## src/rtl/fetch_unit.sv

```systemverilog
// Instruction fetch stage: issues word requests to a variable-latency memory and buffers
// tagged responses in an in-order prefetch FIFO; a redirect flushes queued and in-flight work.
module fetch_unit #(
    parameter logic [31:0] RESET_PC = 32'h0000_0000,
    parameter int          DEPTH    = 4
) (
    input  logic        clk,
    input  logic        rst,
    output logic        imem_req,
    output logic [31:0] imem_addr,
    input  logic        imem_gnt,
    input  logic        imem_rvalid,
    input  logic [31:0] imem_rdata,
    input  logic        redirect_valid,
    input  logic [31:0] redirect_pc,
    output logic        instr_valid,
    input  logic        instr_ready,
    output logic [31:0] instr_out,
    output logic [31:0] instr_pc
);

    localparam int PW = $clog2(DEPTH);
    localparam int CW = PW + 1;
    localparam logic [CW:0] DEPTH_W = (CW + 1)'(DEPTH);
    localparam logic [31:0] WORD_MASK = 32'hFFFF_FFFC;

    logic [31:0]   fpc_q, fpc_d;
    logic [31:0]   rpc_q, rpc_d;
    logic [PW-1:0] wr_ptr_q, wr_ptr_d;
    logic [PW-1:0] rd_ptr_q, rd_ptr_d;
    logic [CW-1:0] count_q, count_d;
    logic [CW-1:0] outst_q, outst_d;
    logic [CW-1:0] discard_q, discard_d;

    logic [31:0] instr_mem [DEPTH];
    logic [31:0] pc_mem    [DEPTH];

    logic [CW:0] occupancy;
    logic        gnt_fire;
    logic        rv_fire;
    logic        pop;
    logic        push;
    logic [31:0] redirect_tgt;

    // Requests are throttled on registered state only, so the FIFO can never overflow.
    assign occupancy    = {1'b0, count_q} + {1'b0, outst_q};
    assign imem_req     = !rst && !redirect_valid && (occupancy < DEPTH_W);
    assign imem_addr    = fpc_q & WORD_MASK;
    assign redirect_tgt = redirect_pc & WORD_MASK;

    assign gnt_fire    = imem_req && imem_gnt;
    assign rv_fire     = imem_rvalid && (outst_q != '0);
    assign instr_valid = (count_q != '0);
    assign pop         = instr_valid && instr_ready;

    // NOTE: the storage array is never read while empty, so gating the outputs gives
    // defined reset values without paying for a reset on every entry.
    assign instr_out = instr_valid ? instr_mem[rd_ptr_q] : '0;
    assign instr_pc  = instr_valid ? pc_mem[rd_ptr_q]    : '0;

    always_comb begin
        fpc_d     = fpc_q;
        rpc_d     = rpc_q;
        wr_ptr_d  = wr_ptr_q;
        rd_ptr_d  = rd_ptr_q;
        count_d   = count_q;
        outst_d   = outst_q;
        discard_d = discard_q;
        push      = 1'b0;

        if (redirect_valid) begin
            // Everything still in flight belongs to the old stream; the word arriving
            // now is dropped here, the rest through the discard counter.
            fpc_d     = redirect_tgt;
            rpc_d     = redirect_tgt;
            wr_ptr_d  = '0;
            rd_ptr_d  = '0;
            count_d   = '0;
            outst_d   = outst_q - CW'(rv_fire);
            discard_d = outst_q - CW'(rv_fire);
        end else begin
            if (gnt_fire) begin
                fpc_d = fpc_q + 32'd4;
            end
            outst_d = outst_q + CW'(gnt_fire) - CW'(rv_fire);
            if (rv_fire) begin
                if (discard_q != '0) begin
                    discard_d = discard_q - 1'b1;
                end else begin
                    push  = 1'b1;
                    rpc_d = rpc_q + 32'd4;
                end
            end
            if (push) begin
                wr_ptr_d = wr_ptr_q + 1'b1;
            end
            if (pop) begin
                rd_ptr_d = rd_ptr_q + 1'b1;
            end
            count_d = count_q + CW'(push) - CW'(pop);
        end
    end

    always_ff @(posedge clk or posedge rst) begin
        if (rst) begin
            fpc_q     <= RESET_PC & WORD_MASK;
            rpc_q     <= RESET_PC & WORD_MASK;
            wr_ptr_q  <= '0;
            rd_ptr_q  <= '0;
            count_q   <= '0;
            outst_q   <= '0;
            discard_q <= '0;
        end else begin
            fpc_q     <= fpc_d;
            rpc_q     <= rpc_d;
            wr_ptr_q  <= wr_ptr_d;
            rd_ptr_q  <= rd_ptr_d;
            count_q   <= count_d;
            outst_q   <= outst_d;
            discard_q <= discard_d;
        end
    end

    always_ff @(posedge clk) begin
        if (push) begin
            instr_mem[wr_ptr_q] <= imem_rdata;
            pc_mem[wr_ptr_q]    <= rpc_q;
        end
    end

    // A response with nothing outstanding breaks the memory protocol and is ignored.
    assert property (@(posedge clk) disable iff (rst) !(imem_rvalid && (outst_q == '0)));

endmodule

```

## config.mk

```make
export PLATFORM = sky130hd
export DESIGN_NAME = fetch_unit
export DESIGN_NICKNAME = d
export VERILOG_FILES = /design/src/rtl/fetch_unit.sv
export SDC_FILE = /design/constraint.sdc
export NUM_CORES = 1
export LEC_CHECK = 0
export ABC_AREA = 1
export BUFFER_PORTS_ARGS = -buffer_cell sky130_fd_sc_hd__buf_2
export CAP_MARGIN = 20
export CORE_ASPECT_RATIO = 1.25
export CORE_MARGIN = 8
export CORE_UTILIZATION = 55
export DETAILED_ROUTE_END_ITERATION = 16
export GPL_ROUTABILITY_DRIVEN = 0
export PLACE_DENSITY = 0.84
export SETUP_SLACK_MARGIN = 0.2
export SYNTH_ARGS = -nofsm -noshare
export SYNTH_HDL_FRONTEND = slang
export SYNTH_SLANG_ARGS = --single-unit
```

## constraint.sdc

```tcl
create_clock -name clk -period 5.3 [get_ports clk]
set_clock_uncertainty 0.05 [all_clocks]
set_input_delay 0.53 -clock clk [delete_from_list [all_inputs] [get_ports clk]]
set_output_delay 0.53 -clock clk [all_outputs]
set_load 0.005 [all_outputs]
```

==> metrics.md <==
| Metric | Value |
|---|---|
| Synth Flop Type | edfxtp_1 |
| Worst reg2reg endpoint | instr_mem[0][20] |
| Filler instances | 2047 |
| Total GRT Usage | about 22% |
| ANT nets after route | 0 |
| RSZ-0062 raised after global routing | no |
| Synth top cells by count | nor2_1 (314), edfxtp_1 (248), nand2_1 (240), o21ai_0 (159), inv_1 (94) |
| TNS Setup | 0 ns |
| ANT cells | 0 |
| Row count | between 60 and 70 |
| Initial Utilization | 55.5% |
| Period utilization | between 70% and 80% |
| Vias in the first global route | 11100 |
| Dominant cell type by area after synthesis | edfxtp_1 |
| Crit path capture type | primary output |
| Die height | 199 um |
| Min cycle time layout | 3.80 ns |
| Slew margin rel. | 32.2% |
| # nets final | 1720 |
| WL/cell | 17.9 um |
| Hold Path Depth | 1 |
| First-pass GRT wire length | roughly 57 mm |
| CTS Buf Count | 30 |
| Vias | 11200 |
| Actual slew at the worst max-slew pin | 1.02 ns |
| Initial antenna violation count | 1 |
| Port Buffers | ~160 |
| Post-synth EDFFs | 248 |
| Sw Share | 33.2% |
| Comb pwr share | a little over a quarter |
| Yosys top cell area share | 50.5% |
| WP buf/inv | 3 |
| Worst-path clk slew | roughly 0.07 ns |
| Switch Pwr | between 2 and 2.5 mW |
| H-tree Lvls | 1 |
| Hold EP | instr_mem[1][23] |
| CP max stage cell | inv_2 |
| Signal arrival time at the worst endpoint | roughly 3.2 ns |
| Max cap viols | 0 |
| Post-CTS setup buffers | 0 |
| Internal Power | 4.83 mW |
| Die area | 32400 um2 |
| Hold Slack | 0.143 ns |
| Syn Area/Cell | 9.86 um2 |
| Synthesized area | 14800 um2 |
| Status | completed |
| Post-Route WL | about 36 mm |
| Count leader, synth | nor2_1 |
| Pre-CTS setup slack | 1.79 ns |
| Top Ports | approximately 170 |
| Die Span X | 163 um |
| Crit Path Class | reg2out |
| Area of the core | approximately 27000 um2 |
| Clock Latency Late Sink | ~0.55 ns |
| Area growth syn-to-layout | 13.7% |
| Max VDD drop | 0.287 mV |
| Synth Register Bits | 321 |
| First-pass DRT Iterations | 5 |
| Fraction of registers with async set/reset | a little under a quarter |
| Clk buf depth | 3 |
| Hold Vio Cnt, Final | 0 |
| Post-Syn Instances | 1496 |
| Yosys warns | 0 |
| DR vias/cell | 5.60 |
| Top cells by area, synth | edfxtp_1 (50%), dfrtp_1 (12%), nor2_1 (8.0%) |
| FF-to-FF setup slack | 2.41 ns |
| CP top delay family | buffers and inverters |
| Worst Reg2Reg Path Length in Cells | 7 |
| Sequential share of power | ~44% |
| Clock sink count | about 320 |
| Register area share after synthesis | 62.8% |
| DR iter-0 viols | between 800 and 900 |
| Design Power | 7.23 mW |
| Grt total ovfl | 0 |
| PostCTS Resize Cnt | 0 |
| Critical hold path startpoint | imem_rdata[23] |
| Fin. max-slew vios | 0 |
| R2R Path Start | discard_q[0] |
| Post-synthesis cell type count | 38 |
| LEAKAGE | ~6.7 nW |
| Post-DP HPWL | around 23 mm |
| PD cells | 431 nW/um2 |
| Worst-path maximum fanout | 64 |
| Slack of the critical path | approximately 1.5 ns |
| Clock share of power | 29.3% |
| CP max stage delay | 0.77 ns |
| Root buf cell | clkbuf_16 |
| Fmax | ~0.26 GHz |
| Hold crit path type | in2reg |
| Share of cells above drive strength 1 | 16.0% |
| Largest net degree at the start of global routing | 99 |
| CP startpoint kind | flop |
| Cell breakdown of the critical path | inv_2 > buf_4 > o21ai_0 > a21oi_1 > buf_2 |
| Post-CTS Hold Buffers | 0 |
| DRC | 0 |
| Required time of the critical path | between 4 and 5 ns |
| CTS tree | done |
| Setup violations, final | 0 |
==> worst max path at each step <==
stage,startpoint,endpoint,slack (ns),depth (start not counted)
2_1_floorplan,redirect_valid,instr_mem[0][0],1.04,6
3_3_place_gp,redirect_valid,outst_q[2],1.89,13
3_5_place_dp,redirect_valid,outst_q[2],1.79,13
4_1_cts,rd_ptr_q[0],instr_pc[17],1.47,5
5_1_grt,rd_ptr_q[0],instr_pc[26],1.25,5
6_report,rd_ptr_q[0],instr_pc[17],1.50,5
==> logic make-up (layout without fill, tap and decap cells) <==
family,Yosys count,after routing,synth area share (%)
AO/OA/AOI/OAI,272,272,9.65
XOR/XNOR,19,19,1.13
adder cells (fa/ha/maj),18,18,1.63
buffers and inverters,171,328,4.99
flip-flops,321,321,62.8
other,1,4,0.0254
AND/OR/NAND/NOR,694,694,19.7
==> stage by stage <==
step | utilization (%) | cell area [um2] | instances
6_report | 63.1 | 16800 | 2001
5_1_grt | 63.1 | 16800 | 2001
4_1_cts | 63.1 | 16800 | 2001
3_5_place_dp | 59.5 | 15800 | 1945
3_3_place_gp | 59.5 | 15800 | 1945
2_1_floorplan | - | 14800 | 1499
==> sequential cells by signal, indices dropped and copies added (netlist names) <==
signal,flops
rpc_q,30
outst_q,3
discard_q,3
wr_ptr_q,2
pc_mem,120
instr_mem,128
rd_ptr_q,2
fpc_q,30
count_q,3
==> area by class of cell <==
cell class,count,area [um2],area share (%)
clock buffer,35,791,4.71
clock inverter,21,179,1.07
inverter,101,387,2.31
multi-input combinational,1007,4790,28.5
sequential,321,9280,55.3
tap,345,432,2.57
timing repair buffer,171,918,5.48
==> power groups by stage <==
stage	Combinational (mW)	Clock (mW)	Sequential (mW)
5_1_grt	2.17	2.24	3.22
6_report	1.92	2.11	3.20
4_1_cts	1.94	2.14	3.19
2_1_floorplan	1.22	0	3.14
3_3_place_gp	1.85	0	3.22
3_5_place_dp	1.92	0	3.24
==> placed cells by master (no fill, tap or decap), drive strengths merged <==
| cell | instances |
|---|---|
| clkbuf | 35 |
| nor3b | 1 |
| nor3 | 10 |
| a31oi | 5 |
| a21oi | 84 |
| o21ai | 165 |
| fa | 2 |
| xnor2 | 6 |
| nand3 | 79 |
| xor2 | 13 |
| clkinv | 14 |
| nor2 | 333 |
| bufinv | 3 |
| nand4 | 15 |
| o211ai | 11 |
| buf | 171 |
| dfrtp | 73 |
| nand3b | 3 |
| clkinvlp | 3 |
| o221ai | 1 |
| nand2 | 247 |
| o21bai | 6 |
| inv | 102 |
| conb | 4 |
| or2 | 6 |
| ha | 16 |
| edfxtp | 248 |
==> metal layers <==
metal / GRT usage, % / part of all wire, %
met4: 7.87 / 3.3
met2: 39.0 / 50
met1: 26.9 / 39
met5: 0 / 0.042
met3: 3.36 / 7.9
Power figures use the tool's default switching activity.
